## config.mk

```make
export PLATFORM = sky130hd
export DESIGN_NAME = riscv_mem_arbiter
export DESIGN_NICKNAME = d
export VERILOG_FILES = /design/src/rtl/riscv_mem_pkg.sv /design/src/rtl/riscv_mem_lane.sv /design/src/rtl/riscv_mem_arbiter.sv
export SDC_FILE = /design/constraint.sdc
export NUM_CORES = 1
export LEC_CHECK = 0
export BUFFER_PORTS_ARGS = -buffer_cell sky130_fd_sc_hd__buf_2
export CAP_MARGIN = 10
export CORE_ASPECT_RATIO = 0.7
export CORE_MARGIN = 1
export CORE_UTILIZATION = 30
export CTS_BUF_LIST = sky130_fd_sc_hd__clkbuf_4 sky130_fd_sc_hd__clkbuf_8
export DETAILED_ROUTE_END_ITERATION = 12
export MAX_ROUTING_LAYER = met4
export PLACE_DENSITY_LB_ADDON = 0.25
export REMOVE_ABC_BUFFERS = 1
export SYNTH_ARGS = -nofsm -noshare
export SYNTH_HDL_FRONTEND = slang
export SYNTH_HIERARCHICAL = 1
export SYNTH_SLANG_ARGS = --single-unit
```

## constraint.sdc

```tcl
create_clock -name iclk -period 6.02 [get_ports iclk]
set_input_delay 1.806 -clock iclk [delete_from_list [all_inputs] [get_ports iclk]]
set_output_delay 1.806 -clock iclk [all_outputs]
set_load 0.05 [all_outputs]
```

## src/rtl/riscv_mem_pkg.sv

```systemverilog
// Shared encodings for the instruction/data memory arbiter and the load decoder.
package riscv_mem_pkg;

    typedef enum logic [1:0] {
        LP_IDLE = 2'd0,
        LP_REQ  = 2'd1,
        LP_RSP  = 2'd2,
        LP_DONE = 2'd3
    } mem_state_e;

    typedef enum logic {
        LP_OWN_IF = 1'b0,
        LP_OWN_DM = 1'b1
    } mem_owner_e;

    localparam logic [1:0] LP_SIZE_B = 2'b00;
    localparam logic [1:0] LP_SIZE_H = 2'b01;
    localparam logic [1:0] LP_SIZE_W = 2'b10;

endpackage

```

## src/rtl/riscv_mem_lane.sv

```systemverilog
// Byte-lane steering for load/store accesses: byte enables, lane-replicated
// store data and the misalignment flag, all derived from size and addr[1:0].
module riscv_mem_lane
    import riscv_mem_pkg::*;
#(
    parameter int MP_DATA_WIDTH = 32
)(
    input  logic [1:0]               size,
    input  logic [1:0]               addr_lo,
    input  logic [MP_DATA_WIDTH-1:0] wdata,
    output logic [3:0]               be,
    output logic [MP_DATA_WIDTH-1:0] wdata_rep,
    output logic                     misalign
);

    // Lane selection and replication for the requested access size
    always_comb begin
        be        = 4'b1111;
        wdata_rep = wdata;
        misalign  = 1'b0;
        case (size)
            LP_SIZE_B: begin
                be        = 4'b0001 << addr_lo;
                wdata_rep = {(MP_DATA_WIDTH/8){wdata[7:0]}};
            end
            LP_SIZE_H: begin
                be        = 4'b0011 << addr_lo;
                wdata_rep = {(MP_DATA_WIDTH/16){wdata[15:0]}};
                misalign  = addr_lo[0];
            end
            LP_SIZE_W: begin
                be       = 4'b1111;
                misalign = (addr_lo != 2'b00);
            end
            // Unused size code behaves like a word access
            default: begin
                be       = 4'b1111;
                misalign = (addr_lo != 2'b00);
            end
        endcase
    end

endmodule

```

## src/rtl/riscv_mem_arbiter.sv

```systemverilog
// Shares one memory port between instruction fetch and load/store. Commands,
// read data and completion pulses are registered; stall requests are combinational.
module riscv_mem_arbiter
    import riscv_mem_pkg::*;
#(
    parameter int MP_DATA_WIDTH   = 32,
    parameter int MP_ADDR_WIDTH   = 32,
    parameter int MP_STARVE_LIMIT = 4,
    parameter int MP_CNT_WIDTH    = 3
)(
    input  logic                     iclk,
    input  logic                     irst,
    input  logic                     iif_req,
    input  logic [MP_ADDR_WIDTH-1:0] iif_addr,
    output logic [MP_DATA_WIDTH-1:0] oif_rdata,
    output logic                     oif_valid,
    input  logic                     idm_req,
    input  logic                     idm_we,
    input  logic [1:0]               idm_size,
    input  logic [MP_ADDR_WIDTH-1:0] idm_addr,
    input  logic [MP_DATA_WIDTH-1:0] idm_wdata,
    output logic [MP_DATA_WIDTH-1:0] odm_rdata,
    output logic                     odm_valid,
    output logic                     odm_err,
    output logic                     omem_req,
    output logic                     omem_we,
    output logic [3:0]               omem_be,
    output logic [MP_ADDR_WIDTH-1:0] omem_addr,
    output logic [MP_DATA_WIDTH-1:0] omem_wdata,
    input  logic                     imem_gnt,
    input  logic                     imem_rvalid,
    input  logic [MP_DATA_WIDTH-1:0] imem_rdata,
    output logic                     ostall_if,
    output logic                     ostall_dm
);

    localparam logic [MP_ADDR_WIDTH-1:0] LP_WORD_MASK = {{(MP_ADDR_WIDTH-2){1'b1}}, 2'b00};
    localparam logic [MP_CNT_WIDTH-1:0]  LP_CNT_SAT   = MP_CNT_WIDTH'(MP_STARVE_LIMIT);
    localparam logic [MP_CNT_WIDTH-1:0]  LP_CNT_ONE   = {{(MP_CNT_WIDTH-1){1'b0}}, 1'b1};

    mem_state_e                 state_r,     state_s;
    mem_owner_e                 owner_r,     owner_s;
    logic [MP_CNT_WIDTH-1:0]    cnt_r,       cnt_s;
    logic                       mem_req_r,   mem_req_s;
    logic                       mem_we_r,    mem_we_s;
    logic [3:0]                 mem_be_r,    mem_be_s;
    logic [MP_ADDR_WIDTH-1:0]   mem_addr_r,  mem_addr_s;
    logic [MP_DATA_WIDTH-1:0]   mem_wdata_r, mem_wdata_s;
    logic [MP_DATA_WIDTH-1:0]   if_rdata_r,  if_rdata_s;
    logic                       if_valid_r,  if_valid_s;
    logic [MP_DATA_WIDTH-1:0]   dm_rdata_r,  dm_rdata_s;
    logic                       dm_valid_r,  dm_valid_s;
    logic                       dm_err_r,    dm_err_s;

    logic [3:0]                 lane_be_s;
    logic [MP_DATA_WIDTH-1:0]   lane_wdata_s;
    logic                       lane_misalign_s;
    logic                       if_win_s;

    riscv_mem_lane #(
        .MP_DATA_WIDTH (MP_DATA_WIDTH)
    ) u_lane (
        .size      (idm_size),
        .addr_lo   (idm_addr[1:0]),
        .wdata     (idm_wdata),
        .be        (lane_be_s),
        .wdata_rep (lane_wdata_s),
        .misalign  (lane_misalign_s)
    );

    // Fetch wins when data is idle or data has used up its starvation allowance
    assign if_win_s = iif_req & (~idm_req | (cnt_r == LP_CNT_SAT));

    // Next-state, arbitration and registered-output update
    always_comb begin
        state_s     = state_r;
        owner_s     = owner_r;
        cnt_s       = cnt_r;
        mem_req_s   = mem_req_r;
        mem_we_s    = mem_we_r;
        mem_be_s    = mem_be_r;
        mem_addr_s  = mem_addr_r;
        mem_wdata_s = mem_wdata_r;
        if_rdata_s  = if_rdata_r;
        if_valid_s  = 1'b0;
        dm_rdata_s  = dm_rdata_r;
        dm_valid_s  = 1'b0;
        dm_err_s    = 1'b0;

        if (!iif_req) begin
            cnt_s = {MP_CNT_WIDTH{1'b0}};
        end else begin
            cnt_s = cnt_r;
        end

        case (state_r)
            LP_IDLE: begin
                if (if_win_s) begin
                    owner_s     = LP_OWN_IF;
                    cnt_s       = {MP_CNT_WIDTH{1'b0}};
                    mem_req_s   = 1'b1;
                    mem_we_s    = 1'b0;
                    mem_be_s    = 4'b1111;
                    mem_addr_s  = iif_addr & LP_WORD_MASK;
                    mem_wdata_s = {MP_DATA_WIDTH{1'b0}};
                    state_s     = LP_REQ;
                end else if (idm_req && lane_misalign_s) begin
                    // Rejected without touching memory; counter untouched
                    dm_valid_s = 1'b1;
                    dm_err_s   = 1'b1;
                end else if (idm_req) begin
                    owner_s     = LP_OWN_DM;
                    mem_req_s   = 1'b1;
                    mem_we_s    = idm_we;
                    mem_be_s    = lane_be_s;
                    mem_addr_s  = idm_addr & LP_WORD_MASK;
                    mem_wdata_s = lane_wdata_s;
                    state_s     = LP_REQ;
                    if (iif_req && (cnt_r != LP_CNT_SAT)) begin
                        cnt_s = cnt_r + LP_CNT_ONE;
                    end else begin
                        cnt_s = cnt_s;
                    end
                end else begin
                    state_s = LP_IDLE;
                end
            end
            LP_REQ: begin
                if (imem_gnt) begin
                    mem_req_s = 1'b0;
                    state_s   = LP_RSP;
                end else begin
                    state_s = LP_REQ;
                end
            end
            LP_RSP: begin
                if (imem_rvalid) begin
                    if (owner_r == LP_OWN_IF) begin
                        if_rdata_s = imem_rdata;
                    end else begin
                        dm_rdata_s = imem_rdata;
                    end
                    state_s = LP_DONE;
                end else begin
                    state_s = LP_RSP;
                end
            end
            LP_DONE: begin
                if (owner_r == LP_OWN_IF) begin
                    if_valid_s = 1'b1;
                end else begin
                    dm_valid_s = 1'b1;
                end
                state_s = LP_IDLE;
            end
            default: begin
                state_s   = LP_IDLE;
                mem_req_s = 1'b0;
            end
        endcase
    end

    // State and output registers; reset abandons any outstanding transaction
    always_ff @(posedge iclk or posedge irst) begin
        if (irst) begin
            state_r     <= LP_IDLE;
            owner_r     <= LP_OWN_IF;
            cnt_r       <= {MP_CNT_WIDTH{1'b0}};
            mem_req_r   <= 1'b0;
            mem_we_r    <= 1'b0;
            mem_be_r    <= 4'b0000;
            mem_addr_r  <= {MP_ADDR_WIDTH{1'b0}};
            mem_wdata_r <= {MP_DATA_WIDTH{1'b0}};
            if_rdata_r  <= {MP_DATA_WIDTH{1'b0}};
            if_valid_r  <= 1'b0;
            dm_rdata_r  <= {MP_DATA_WIDTH{1'b0}};
            dm_valid_r  <= 1'b0;
            dm_err_r    <= 1'b0;
        end else begin
            state_r     <= state_s;
            owner_r     <= owner_s;
            cnt_r       <= cnt_s;
            mem_req_r   <= mem_req_s;
            mem_we_r    <= mem_we_s;
            mem_be_r    <= mem_be_s;
            mem_addr_r  <= mem_addr_s;
            mem_wdata_r <= mem_wdata_s;
            if_rdata_r  <= if_rdata_s;
            if_valid_r  <= if_valid_s;
            dm_rdata_r  <= dm_rdata_s;
            dm_valid_r  <= dm_valid_s;
            dm_err_r    <= dm_err_s;
        end
    end

    assign omem_req   = mem_req_r;
    assign omem_we    = mem_we_r;
    assign omem_be    = mem_be_r;
    assign omem_addr  = mem_addr_r;
    assign omem_wdata = mem_wdata_r;
    assign oif_rdata  = if_rdata_r;
    assign oif_valid  = if_valid_r;
    assign odm_rdata  = dm_rdata_r;
    assign odm_valid  = dm_valid_r;
    assign odm_err    = dm_err_r;
    assign ostall_if  = iif_req & ~if_valid_r;
    assign ostall_dm  = idm_req & ~dm_valid_r;

endmodule

```

==> results of run 1 <==
routing by layer:
metal  up-vias  share of wire [%]
li1       2173                  -
met1      2360                 46
met2       197                 47
met3        13                6.1
met4         0                1.2
met5         -                  0
placed cells by master (no fill, tap or decap), types with 3 or more instances in the layout:
master | synthesis | layout
inv_1 | 9 | 8
nand3_1 | 4 | 4
mux2i_1 | 9 | 9
o221a_2 | 30 | 30
mux2_4 | 8 | 8
nor2_1 | 4 | 3
o22a_1 | 4 | 4
dfrtp_1 | 141 | 141
or3_1 | 30 | 30
o21ai_0 | 6 | 6
o21ai_1 | 8 | 8
inv_8 | 0 | 3
a21oi_1 | 4 | 4
a22o_1 | 33 | 33
inv_6 | 0 | 6
ha_1 | 6 | 6
clkbuf_8 | 0 | 17
mux2_1 | 4 | 4
buf_4 | 11 | 5
nand2_1 | 16 | 16
buf_2 | 13 | 271
nor2b_1 | 4 | 4
mux2_2 | 68 | 68
worst min-delay path by stage:
stage,end,cells past startpoint,start
floorplan,oif_valid,1,owner_r
CTS,oif_rdata[4],1,oif_rdata[4]
global route,oif_rdata[27],1,oif_rdata[27]
finish,oif_rdata[2],1,oif_rdata[2]
global placement,oif_rdata[25],1,oif_rdata[25]
detailed placement,omem_wdata[3],1,omem_wdata[3]
kinds of logic (layout without fill, tap and decap cells):
logic type	Yosys count	count (layout)
other cells	1	2
compound gates	96	96
fa+ha+maj	6	6
flops	141	141
mux	89	89
simple gates	69	69
buf+inv	51	318
where the power goes:
| group | leakage (nW) | internal [W] | switching (W) |
|---|---|---|---|
| logic | 2.08 | 0.000742 | 0.00201 |
| registers | 1.72 | 0.00137 | 0.000224 |
| clock network | 0.204 | 0.000384 | 0.000413 |
area by class of cell:
class	instances	area (um2)	share of cell area [%]
sequential	141	3530	43.6
timing repair buffer	277	1420	17.5
clock buffer	17	234	2.89
tap	270	338	4.17
inverter	9	38.8	0.479
clock inverter	15	175	2.16
multi-input combinational	262	2360	29.2
flip-flops by register name, summed over array words and instances, names as in the netlist, named ones only:
| register | count |
|---|---|
| cnt_r | 3 |
| odm_err | 1 |
| odm_rdata | 32 |
| odm_valid | 1 |
| oif_rdata | 32 |
| oif_valid | 1 |
| omem_addr | 30 |
| omem_be | 4 |
| omem_req | 1 |
| omem_wdata | 32 |
| omem_we | 1 |
| owner_r | 1 |
| state_r | 1 |
worst reg2reg max path: stages (launching register included):
cell	delay [ps]
dfrtp_1	410
inv_1	90
ha_1	240
and3_1	970
o221ai_2	210
buf_4	300
a22o_1	300
through the flow:
stage	cell area (um2)	cells
global placement	7660	958
finish	8100	991
global route	8100	991
detailed placement	7660	958
floorplan	5920	412
CTS	8070	990
==> metrics.md, run 1 <==
| Metric | Value |
|---|---|
| Status | finished, final reports clean |
| Final Cycle Share | 69.9% |
| GP Congestion | 0.871 |
| Setup WS pre-CTS | 1780 ps |
| Total wire length | 16.3 mm |
| N_diodes | 0 |
| Post-synth EDFFs | 0 |
| Fmax | 238 MHz |
| Detailed Routing Iterations Pass 1 | 4 |
| Startpoint kind of the worst setup timing path | input pin |
| Max-cap violation count | 0 |
| Hold Violations, Final | 0 |
| Worst path required time | 4210 ps |
| Postcts setup bufs | 0 |
| WHS | 505 ps |
| Vias/cell | 4.79 |
| Synth warn | 6 |
| Ratio of cells with drive above 1 in the final layout | 58.9% |
| Met3 usage | 4.62% |
| Pwr/cell area | 635 nW/um2 |
| CTS tree | done |
| Vias | 4743 |
| Synthesized flop and latch total | 141 |
| Reg2Reg Depth | 6 |
| CTS-repair resized insts | 0 |
| Main combinational cell family by area after synthesis | multiplexers |
| Critical R2R Launch | cnt_r[0] |
| H-tree depth | 4 |
| Yosys top cell area share | 57.2% |
| Worst slew margin | 21.3% |
| Family with the most delay on the worst path | buffers and inverters |
| Final worst slack | 1810 ps |
| Synth Area in Compound Gates | 14.0% |
| Arrival time at the worst endpoint | 2400 ps |
| Core footprint | 20000 um2 |
| RSZ-0062 raised after global routing | false |
| Initial antenna violation count | 0 |
| Worst-Margin Slew | 1180 ps |
| Share of flip-flops with an asynchronous set or reset | 100% |
| I/O Buffers | 271 |
| Total power draw | 0.00514 W |
| Post-route core utilization | 40.6% |
| Slowest CP cell | buf_2 |
| Setup CP Type | in2out |
| Synthesized instance count | 453 |
| CP Launch Point | idm_req |
| DR iter-0 viols | 149 |
| Crit path capture type | output port |
| Grt met2 use | 24.6% |
| Largest net degree at the start of global routing | 104 |
| Adder-Cell Fraction of Synth Area | 1.22% |
| CP Buf/Inv Count | 2 |
| Final #Nets | 851 |
| Routed WL per cell | 16.5 um |
| Yosys top cell by area | dfrtp_1 |
| Critical path endpoint | ostall_dm |
| Vert. Die Dim | 122 um |
| Die footprint | 21100 um2 |
| Worst path depth | 3 |
| Number of max-slew violations in the final report | 0 |
| Clk sinks | 141 |
| Peak VDD IR | 0.307 mV |
| Fillers | 1959 |
| Avg Inst Size Synth | 13.6 um2 |
| Die X | 173 um |
| Crit path cell chain | buf_2 > nor2b_1 > buf_2 |
| Hold-fix buffers, CTS | 0 |
| Global-route wire length before repair | 25.7 mm |
| I/O Pins | 276 |
| Seq/Total Area, Yosys | 57.2% |
| Starting Density | 30.9% |
| Final min period | 4210 ps |
| Max Clock Skew | 16.9 ps |
| Dpl hpwl | 11.3 mm |
| CTS Buffer Depth | 2 |
| Most Crowded Layer GR | met2 |
| Leakage | 4.00 nW |
| Synth Area in Simple Gates | 6.41% |
| DR DRC count | 0 |
| GRT Total Usage | 16.0% |
| Setup violations, final | 0 |
| Root Driver | clkbuf_8 |
| Worst r2r dst | omem_wdata[19] |
| Post-synth top cells | dfrtp_1 (141), mux2_2 (68), a22o_1 (33) |
| Vias in the first global route | 4742 |
| Row count | 43 |
| Routed Antenna Nets | 0 |
| Clock transition at the registers of the reported paths | 80 ps |
| Crit-path max FO | 8 |
| Final setup TNS | 0 ps |
| Mux cell area share after synthesis | 16.6% |
| Ys flop type | dfrtp_1 |
| Grt met1 use | 20.8% |
| Most frequent cell after synthesis | dfrtp_1 |
| Post-Synth XOR/XNOR Area | 0% |
| Synth area leaders | dfrtp_1 (57%), mux2_2 (12%), o221a_2 (5.5%), a22o_1 (4.7%), or3_1 (3.0%) |
| Max incr delay on CP | 270 ps |
| Mapped Area | 6170 um2 |
| Hold Crit Class | reg2reg |
| R2R setup slack | 3370 ps |
| Area delta synth->final | 31.4% |
| Synth cell types | 44 |
| CP most frequent cell | buf_2 |
| Total CTS buffers | 17 |
| Worst-Skew Late Latency | 440 ps |
| Congestion Overflow GR | 0 |
(Power assumes the default switching activity.)
==> run 2, diff against run 1 <==
clock period = 4.05 ns   (was 6.02 ns; I/O delays follow)
==> metrics.md, run 2 (synthesized netlist as in run 1, its figures left out) <==
| Metric | Value |
|---|---|
| Status | finished, final reports clean (unchanged) |
| Vias/cell | 4.71 (was 4.79) |
| Congestion Overflow GR | 0 (unchanged) |
| Vias in the first global route | 4870 (was 4742) |
| Total CTS buffers | 17 (unchanged) |
| Largest net degree at the start of global routing | 55 (was 104) |
| Reg2Reg Depth | 6 (unchanged) |
| CTS Buffer Depth | 2 (unchanged) |
| Commonest non-fill, non-tap cell in the layout | buf_2 (unchanged) |
| I/O Pins | 276 (unchanged) |
| Area delta synth->final | 32.5% (was 31.4%) |
| Most frequent cells in the layout | buf_2 (271), dfrtp_1 (141), mux2_2 (68), a22o_1 (33) (unchanged) |
| Multi-input gate area | 2360 um2 (unchanged) |
| I/O Buffers | 271 (unchanged) |
| Cell Int Power | 0.00372 W (was 0.00249 W) |
| Final min period | 3020 ps |
| Clock transition at the registers of the reported paths | 90 ps (was 80 ps) |
| Vias | 4695 (was 4743) |
| Worst r2r dst | omem_addr[13] (was omem_wdata[19]) |
| Core footprint | 20000 um2 (unchanged) |
| Final Cycle Share | 74.6% |
| Final #Nets | 855 (was 851) |
| Dpl hpwl | 11.7 mm (was 11.3 mm) |
| Max Clock Skew | 21.4 ps (was 16.9 ps) |
| Worst-Margin Slew | 809 ps (was 1180 ps) |
| Routed WL per cell | 16.7 um (was 16.5 um) |
| CTS tree | done (unchanged) |
| Total power draw | 0.00770 W (was 0.00514 W) |
| Initial antenna violation count | 1 (was 0) |
| Setup CP Type | in2out (unchanged) |
| DR iter-0 viols | 177 (was 149) |
| CP Launch Point | idm_req (unchanged) |
| DR DRC count | 0 (unchanged) |
| Number of max-slew violations in the final report | 0 (unchanged) |
| Leakage | 4.03 nW (was 4.00 nW) |
| Ratio of cells with drive above 1 in the final layout | 59.2% (was 58.9%) |
| Switch share | 51.6% (was 51.5%) |
| Global-route wire length before repair | 26.0 mm (was 25.7 mm) |
| CTS-repair resized insts | 0 (unchanged) |
| NetSw | 0.00397 W (was 0.00265 W) |
| Crit-path max FO | 8 (unchanged) |
| H-tree depth | 4 (unchanged) |
| Detailed Routing Iterations Pass 1 | 4 (unchanged) |
| Crit path capture type | output port (unchanged) |
| Startpoint kind of the worst setup timing path | input pin (unchanged) |
| Peak VDD IR | 0.498 mV (was 0.307 mV) |
| Postcts setup bufs | 0 (unchanged) |
| Total wire length | 16.6 mm (was 16.3 mm) |
| Worst-Skew Late Latency | 450 ps (was 440 ps) |
| Worst slew margin | 46.1% (was 21.3%) |
| Hold Violations, Final | 0 (unchanged) |
| Fin area | 8170 um2 (was 8100 um2) |
| Critical R2R Launch | state_r[0] (was cnt_r[0]) |
| Clk sinks | 141 (unchanged) |
| Sequential share of power | 30.8% (was 30.9%) |
| Sequential cell area | 3530 um2 (unchanged) |
| Setup violations, final | 0 (unchanged) |
| Hold Crit Class | reg2reg (unchanged) |
| Clock share of power | 15.9% (was 15.5%) |
| Fmax | 331 MHz |
| Row count | 43 (unchanged) |
| Hold-fix buffers, CTS | 0 (unchanged) |
| Placed cell areas | 7710 um2 (was 7660 um2) |
| Routed Antenna Nets | 0 (unchanged) |
| Fillers | 1997 (was 1959) |
| Starting Density | 30.9% (unchanged) |
| R2R setup slack | 1820 ps (was 3370 ps) |
| Critical path endpoint | ostall_dm (unchanged) |
| Die footprint | 21100 um2 (unchanged) |
| Die X | 173 um (unchanged) |
| Max-cap violation count | 0 (unchanged) |
| Worst path required time | 2830 ps (was 4210 ps) |
| RSZ-0062 raised after global routing | false (unchanged) |
| Pwr/cell area | 942 nW/um2 (was 635 nW/um2) |
| Vert. Die Dim | 122 um (unchanged) |
| Root Driver | clkbuf_8 (unchanged) |
| Comb pwr share | 53.2% (was 53.6%) |
| Arrival time at the worst endpoint | 1810 ps (was 2400 ps) |
| GRT Total Usage | 16.2% (was 16.0%) |
| GP Congestion | 0.853 (was 0.871) |
-- run 2: per-layer routing --
metal	up-vias	routed length, um	part of all wire, %	GRT usage (%)
met1	2329	7590	46	20.9
met4	0	165	0.99	4.76
met2	162	7950	48	25.6
met3	11	888	5.4	3.78
li1	2193	-	-	-
met5	-	0	0	-
-- run 2: worst min-delay path by stage --
stage,startpoint,end,cells after the start
3_5_place_dp,oif_rdata[24],oif_rdata[24],1
4_1_cts,oif_rdata[7],oif_rdata[7],1
3_3_place_gp,oif_rdata[25],oif_rdata[25],1
2_1_floorplan,owner_r,oif_valid,1
5_1_grt,odm_rdata[20],odm_rdata[20],1
6_report,oif_rdata[7],oif_rdata[7],1
-- run 2: per-stage QoR --
step           hold slack (ps)  instances  setup WS [ps]  utilization, %  TNS (ps)
6_report                   506        996           1030            40.9         0
5_1_grt                    523        996            995            40.9         0
4_1_cts                    509        994           1030            40.8         0
3_5_place_dp               480        962            763            38.6         0
3_3_place_gp               474        962            858            38.6         0
2_1_floorplan              459        412           -946               -   -133420
-- run 2: cell type report --
class,count,share of cell area (%)
inverters,9,0.475
flip-flops and latches,141,43.2
clock inverters,15,2.44
diodes,1,0.0306
well taps,270,4.14
multi-input cells,262,28.9
repair buffers,281,17.9
clock buffers,17,2.86
-- run 2: worst max-delay path: stages --
cell and delay, ps:
buf_2 180, nor2b_1 140, buf_2 260
-- run 2: power groups by stage --
stage / logic, W / registers (W) / clock network, W
global route: 0.00427 / 0.00245 / 0.00134
CTS: 0.00413 / 0.00237 / 0.00128
detailed placement: 0.00413 / 0.00238 / 0
global placement: 0.00408 / 0.00236 / 0
floorplan: 0.000926 / 0.00452 / 0
finish: 0.00410 / 0.00237 / 0.00123
